## src/rtl/instr_sequencer.sv

```systemverilog
// instr_sequencer
// Multi-cycle control FSM that moves one instruction at a time through
// FETCH -> DECODE -> (EXEC | MEM) -> WB. It takes the decoder class flags and
// the opcode, and drives the IR load, PC increment, ALU enable, register-file
// write and writeback-mux select. It also runs the data-memory request/ack
// handshake and guards it with a timeout.
//
// Ports:
//   clk, rst_n          clock, asynchronous active-low reset
//   run                 1 = keep executing, 0 = stop at the next instruction boundary
//   instr_valid         instruction word at the IR input is valid
//   opcode              4-bit opcode from the decoder
//   ALUop/MEMop/IMMop/MOVop  decoder class flags
//   dmem_ack            data memory completes the request this cycle
//   ir_load, pc_inc, alu_en, reg_we, wb_sel[1:0]   datapath controls
//   dmem_req, dmem_we   data-memory request (held until ack) and store select
//   busy, halted, err   status (err is sticky until reset)
//   retired_cnt         retired-instruction counter, wraps
//   step                (only with ISEQ_SINGLE_STEP_EN) one instruction per pulse
//
// Optional feature macro: ISEQ_SINGLE_STEP_EN adds the step input.
module instr_sequencer #(
    parameter int unsigned MEM_TIMEOUT = 15,
    parameter int unsigned CNT_W       = 16
) (
    input  logic             clk,
    input  logic             rst_n,
    input  logic             run,
    input  logic             instr_valid,
    input  logic [3:0]       opcode,
    input  logic             ALUop,
    input  logic             MEMop,
    input  logic             IMMop,
    input  logic             MOVop,
    input  logic             dmem_ack,
`ifdef ISEQ_SINGLE_STEP_EN
    input  logic             step,
`endif
    output logic             ir_load,
    output logic             pc_inc,
    output logic             alu_en,
    output logic             reg_we,
    output logic [1:0]       wb_sel,
    output logic             dmem_req,
    output logic             dmem_we,
    output logic             busy,
    output logic             halted,
    output logic             err,
    output logic [CNT_W-1:0] retired_cnt
);

    typedef enum logic [2:0] {
        S_IDLE   = 3'd0,
        S_FETCH  = 3'd1,
        S_DECODE = 3'd2,
        S_EXEC   = 3'd3,
        S_MEM    = 3'd4,
        S_WB     = 3'd5,
        S_HALT   = 3'd6,
        S_ERR    = 3'd7
    } state_t;

    // Instruction class captured in DECODE so that later states do not depend
    // on the decoder inputs staying stable.
    typedef enum logic [2:0] {
        C_NONE  = 3'd0,
        C_ALU   = 3'd1,
        C_IMM   = 3'd2,
        C_MOV   = 3'd3,
        C_LOAD  = 3'd4,
        C_STORE = 3'd5
    } cls_t;

    // Last MEM cycle index (counter counts completed MEM cycles from 0).
    localparam logic [7:0]       TMO_LAST = 8'(MEM_TIMEOUT - 1);
    localparam logic [CNT_W-1:0] CNT_ONE  = {{(CNT_W-1){1'b0}}, 1'b1};

    state_t           state_r;
    state_t           state_nxt_s;
    cls_t             cls_r;
    cls_t             cls_s;
    logic [7:0]       tmo_cnt_r;
    logic [CNT_W-1:0] retired_r;
    logic             fetch_go_s;

    // Writeback source for a class; ALU (00) whenever nothing is written.
    function automatic logic [1:0] wb_sel_of(input cls_t c);
        case (c)
            C_IMM:   wb_sel_of = 2'b01;
            C_MOV:   wb_sel_of = 2'b10;
            C_LOAD:  wb_sel_of = 2'b11;
            default: wb_sel_of = 2'b00;
        endcase
    endfunction

    // Classes that write the register file.
    function automatic logic reg_we_of(input cls_t c);
        case (c)
            C_ALU, C_IMM, C_MOV, C_LOAD: reg_we_of = 1'b1;
            default:                     reg_we_of = 1'b0;
        endcase
    endfunction

`ifdef ISEQ_SINGLE_STEP_EN
    logic step_used_r;

    // Remember that the current step level already loaded an instruction;
    // it is re-armed only once step returns low.
    always_ff @(posedge clk or negedge rst_n) begin
        if (!rst_n) begin
            step_used_r <= 1'b0;
        end else if ((state_r == S_FETCH) && fetch_go_s) begin
            step_used_r <= 1'b1;
        end else if (!step) begin
            step_used_r <= 1'b0;
        end
    end

    assign fetch_go_s = instr_valid & step & ~step_used_r;
`else
    assign fetch_go_s = instr_valid;
`endif

    // Class decode from the decoder flags; memory takes priority like the branch.
    always_comb begin
        cls_s = C_NONE;
        if (MEMop) begin
            cls_s = opcode[0] ? C_STORE : C_LOAD;
        end else if (ALUop) begin
            cls_s = C_ALU;
        end else if (IMMop) begin
            cls_s = C_IMM;
        end else if (MOVop) begin
            cls_s = C_MOV;
        end else begin
            cls_s = C_NONE;
        end
    end

    // State register.
    always_ff @(posedge clk or negedge rst_n) begin
        if (!rst_n) begin
            state_r <= S_IDLE;
        end else begin
            state_r <= state_nxt_s;
        end
    end

    // Next-state logic.
    always_comb begin
        state_nxt_s = state_r;
        case (state_r)
            S_IDLE:   state_nxt_s = run ? S_FETCH : S_IDLE;
            S_FETCH:  state_nxt_s = fetch_go_s ? S_DECODE : S_FETCH;
            S_DECODE: begin
                if (opcode == 4'b1111) begin
                    state_nxt_s = S_HALT;
                end else if (MEMop) begin
                    state_nxt_s = S_MEM;
                end else if (ALUop | IMMop | MOVop) begin
                    state_nxt_s = S_EXEC;
                end else begin
                    state_nxt_s = S_WB;
                end
            end
            S_EXEC:   state_nxt_s = S_WB;
            S_MEM: begin
                // An ack in the expiring cycle still completes the access.
                if (dmem_ack) begin
                    state_nxt_s = S_WB;
                end else if (tmo_cnt_r == TMO_LAST) begin
                    state_nxt_s = S_ERR;
                end else begin
                    state_nxt_s = S_MEM;
                end
            end
            S_WB:     state_nxt_s = run ? S_FETCH : S_IDLE;
            S_HALT:   state_nxt_s = S_HALT;
            S_ERR:    state_nxt_s = S_ERR;
            default:  state_nxt_s = S_IDLE;
        endcase
    end

    // Capture the instruction class while in DECODE.
    always_ff @(posedge clk or negedge rst_n) begin
        if (!rst_n) begin
            cls_r <= C_NONE;
        end else if (state_r == S_DECODE) begin
            cls_r <= cls_s;
        end
    end

    // Memory timeout counter: counts MEM cycles, clears whenever MEM is left.
    always_ff @(posedge clk or negedge rst_n) begin
        if (!rst_n) begin
            tmo_cnt_r <= 8'd0;
        end else if ((state_r == S_MEM) && (state_nxt_s == S_MEM)) begin
            tmo_cnt_r <= tmo_cnt_r + 8'd1;
        end else begin
            tmo_cnt_r <= 8'd0;
        end
    end

    // Retired-instruction counter, advanced once per WB.
    always_ff @(posedge clk or negedge rst_n) begin
        if (!rst_n) begin
            retired_r <= {CNT_W{1'b0}};
        end else if (state_r == S_WB) begin
            retired_r <= retired_r + CNT_ONE;
        end
    end

    assign retired_cnt = retired_r;

    // Output decode (Moore on state, except ir_load which also needs instr_valid).
    always_comb begin
        ir_load  = 1'b0;
        pc_inc   = 1'b0;
        alu_en   = 1'b0;
        reg_we   = 1'b0;
        wb_sel   = 2'b00;
        dmem_req = 1'b0;
        dmem_we  = 1'b0;
        busy     = 1'b0;
        halted   = 1'b0;
        err      = 1'b0;
        case (state_r)
            S_FETCH: begin
                busy    = 1'b1;
                ir_load = fetch_go_s;
            end
            S_DECODE: busy = 1'b1;
            S_EXEC: begin
                busy   = 1'b1;
                alu_en = (cls_r == C_ALU);
            end
            S_MEM: begin
                busy     = 1'b1;
                dmem_req = 1'b1;
                dmem_we  = (cls_r == C_STORE);
            end
            S_WB: begin
                busy   = 1'b1;
                pc_inc = 1'b1;
                reg_we = reg_we_of(cls_r);
                wb_sel = wb_sel_of(cls_r);
            end
            S_HALT:  halted = 1'b1;
            S_ERR: begin
                halted = 1'b1;
                err    = 1'b1;
            end
            default: busy = 1'b0;
        endcase
    end

endmodule

```

## config.mk

```make
export PLATFORM = sky130hd
export DESIGN_NAME = instr_sequencer
export DESIGN_NICKNAME = d
export VERILOG_FILES = /design/src/rtl/instr_sequencer.sv
export SDC_FILE = /design/constraint.sdc
export NUM_CORES = 1
export LEC_CHECK = 0
export CORE_ASPECT_RATIO = 1.4
export CORE_MARGIN = 2
export CORE_UTILIZATION = 44
export DETAILED_ROUTE_END_ITERATION = 12
export GPL_TIMING_DRIVEN = 0
export PLACE_DENSITY = 0.79
export SYNTH_ARGS = -nofsm -noshare
export SYNTH_HDL_FRONTEND = slang
export SYNTH_SLANG_ARGS = --single-unit
```

## constraint.sdc

```tcl
create_clock -name clk -period 1.78 [get_ports clk]
set_clock_uncertainty 0.05 [all_clocks]
set_input_delay 0.267 -clock clk [delete_from_list [all_inputs] [get_ports clk]]
set_output_delay 0.267 -clock clk [all_outputs]
set_load 0.02 [all_outputs]
```

==> flow_metrics.env <==
export IMPL_grt_use_total=0.1728
export IMPL_fin_nets=233
export IMPL_r2r_cells=5
export IMPL_finalCritPeriodShare=0.9686
export IMPL_min_path_type="in -> async"
export IMPL_cp_arrival_ns=1.88
export IMPL_r2r_start="tmo_cnt_r[1]"
export IMPL_critPathSlowestCell="or4b_1"
export IMPL_via_per_inst=5.217
export IMPL_final_common_cell="dfrtp_1"
export IMPL_fmax_mhz=580.0
export IMPL_pwr_share_seq=0.357
export IMPL_synth_async_reset_ratio=1.000
export IMPL_crit_fanout=8
export IMPL_ys_flop_type="dfrtp_1"
export IMPL_clk_insertion_delay_late_ns=0.28
export IMPL_setup_violations=0
export IMPL_synth_compound_area_frac=0.06159
export IMPL_drive_gt1_frac=0.2593
export IMPL_first_pass_iters=4
export IMPL_post_route_min_period_ns=1.724
export IMPL_cts_max_path_buffers=2
export IMPL_failed_checks="hold timing"
export IMPL_routed_wl_mm=3.469
export IMPL_port_buffers=39
export IMPL_yosysUniqueCellTypes=40
export IMPL_synth_nets=178
export IMPL_vias=1346
export IMPL_dp_hpwl_mm=2.316
export IMPL_r2r_end="tmo_cnt_r[6]"
export IMPL_hold_viol=30
export IMPL_netlist_instances=160
export IMPL_worst_setup_path_end_kind="flop"
export IMPL_routabilityCongestion=0.7397
export IMPL_drv_cap=0
export IMPL_avgSynthCellArea_um2=10.16
export IMPL_yosys_warnings=0
export IMPL_required_ns=1.94
export IMPL_slew_violations=0
export IMPL_ys_ff_latch=30
export IMPL_synth_fa_ha_area_frac=0.03849
export IMPL_synthMuxAreaShare=0.006928
export IMPL_synthesis_area_um2=1625
export IMPL_criticalPathCategory="reg -> reg"
export IMPL_p_per_area_nw_per_um2=1148
export IMPL_utilization=0.6251
export IMPL_p_sw_uw=958.2
export IMPL_tns_ns=0
export IMPL_synthXorXnorAreaFrac=0.1239
export IMPL_cts_tree="yes"
export IMPL_coreArea_um2=3611
export IMPL_status="finished with violations"
export IMPL_p_sw_frac=0.3697
export IMPL_path_cells="ha_1 -> and4b_4 -> or4b_1 -> buf_6 -> nor2_2"
export IMPL_chipWidth_um=55.37
export IMPL_peakVddDrop_mv=0.9708
export IMPL_fp_row_count=26
export IMPL_reg2reg_setup_slack_ns=0.06
export IMPL_hold_ws_ns=-0.03483
export IMPL_postCtsHoldBufs=0
export IMPL_cts_root_buf="clkbuf_8"
export IMPL_wl_per_cell_um=13.45
export IMPL_pre_cts_ws_ns=-0.3168
export IMPL_diodes=0
export IMPL_cp_start_kind="flop"
export IMPL_final_cell_mix="dfrtp_1 (28), clkdlybuf4s50_1 (27), xnor2_1 (12)"
export IMPL_yosysSeqAreaShare=0.4619
export IMPL_synth_top_family_by_area="simple AND/OR/NAND/NOR gates"
export IMPL_cts_reportedPaths_clkPinSlew_ns=0.07
export IMPL_drt_initial_drc_count=31
export IMPL_slowest_delay_ns=0.51
export IMPL_synth_simple_area_share=0.2802
export IMPL_power_leakage_uw=0.001024
export IMPL_io_pin_count=40
export IMPL_setup_ws_ns=0.05582
export IMPL_cts_inserted_buffers=5
export IMPL_areaGrowthSynthToFinish_pct=38.88
export IMPL_slew_headroom=0.5540
export IMPL_start_util=0.4501
export IMPL_cts_sinks=30
export IMPL_antenna_found_initial=0
export IMPL_ant_nets=0
export IMPL_p_int_uw=1634
export IMPL_htree_levels=2
export IMPL_overflow=0
export IMPL_worst_slew_pin_slew_ns=0.6690
export IMPL_grt_pass1_vias=1316
export IMPL_die_h_um=75.91
export IMPL_p_clk_frac=0.217
export IMPL_grt_pass1_wl_mm=5.858
export IMPL_comb_power_share=0.426
export IMPL_die_area_um2=4203
export IMPL_synth_edf_count=0
export IMPL_drc=0
export IMPL_grt_max_degree=31
[power groups by stage]
stage / Combinational, uW / Sequential (uW) / Clock, uW
after floorplan: 580 / 951 / 0
after global placement: 943 / 937 / 0
after detailed placement: 952 / 935 / 0
after CTS: 972 / 938 / 584
after global routing: 1200 / 942 / 613
final: 1100 / 926 / 562
[cells by family (layout without fill, tap and decap cells)]
kind of cell / count (synthesis) / after routing
adders and majority gates: 5 / 5
and+or+nand+nor: 76 / 76
AOI/OAI and AO/OA: 16 / 16
muxes: 1 / 1
xor gates and xnor gates: 23 / 23
buffers and inverters: 9 / 65
DFF: 30 / 30
[through the flow]
step / power (uW) / hold WS [ns] / cell area (um^2) / instances
after floorplan: 1532 / -0.07859 / 1625 / 160
after global placement: 1880 / 0.4109 / 2068 / 241
after detailed placement: 1887 / 0.4155 / 2068 / 241
after CTS: 2495 / 0.4253 / 2170 / 251
after global routing: 2756 / 0.005215 / 2257 / 258
final: 2592 / -0.03483 / 2257 / 258
[final cells by class]
| class | count | area (um^2) |
|---|---|---|
| Inverter | 6 | 22.52 |
| Multi-Input combinational cell | 121 | 883.3 |
| Sequential cell | 30 | 753.2 |
| Tap cell | 42 | 52.55 |
| Clock buffer | 7 | 86.33 |
| Fill cell | 292 | 1354 |
| Clock inverter | 1 | 5.005 |
| Buffer | 3 | 27.53 |
| Timing Repair Buffer | 48 | 426.7 |
[routing by layer]
layer	wire length [um]	up-vias	GRT usage
met5	0	-	0
met4	46	0	0.08049
met3	81	5	0.03072
met2	1905	25	0.3036
met1	1435	649	0.2000
li1	-	667	-
[timing repair]
item | CTS | global route
gates cloned | 0 | 0
resized for setup | 51 | 7
setup endpoints to repair | 12 | 18
pin swaps | 0 | 3
setup buffers | 2 | 7
[worst max-delay path, delay by kind of cell, from the launching register on]
kind | cells | cell delay, ns
buf+inv | 1 | 0.17
simple gates | 3 | 0.81
fa+ha+maj | 1 | 0.19
flops | 1 | 0.42
[sequential cells by signal, indices dropped and copies added (netlist names)]
signal       cells
retired_cnt     16
tmo_cnt_r        8
cls_r            3
state_r          3
[Yosys cell counts, types with 2 or more instances]
cell type,count,area (um^2)
nand4_1,8,50.05
nor2_2,6,37.54
dfrtp_1,30,750.7
xor2_1,11,96.34
a21oi_1,5,25.02
nand3_1,7,35.03
ha_1,5,62.56
nand2b_1,5,31.28
xnor2_1,12,105.1
and3_1,3,18.77
nor3_1,6,30.03
and2_1,3,18.77
buf_2,2,10.01
inv_1,6,22.52
nand2_1,11,41.29
o21ai_0,5,25.02
nor2_1,12,45.04
[how the worst max path moves through the flow]
stage	start	endpoint	slack, ns	cells past startpoint
2_1_floorplan	state_r[2]	alu_en	0.09	2
3_3_place_gp	state_r[0]	dmem_we	-0.35	4
3_5_place_dp	state_r[0]	dmem_we	-0.32	4
4_1_cts	state_r[1]	wb_sel[0]	0.01	4
5_1_grt	state_r[2]	dmem_we	-0.01	5
6_report	tmo_cnt_r[1]	tmo_cnt_r[6]	0.06	5
No activity file was read; power rests on OpenSTA's default activity.
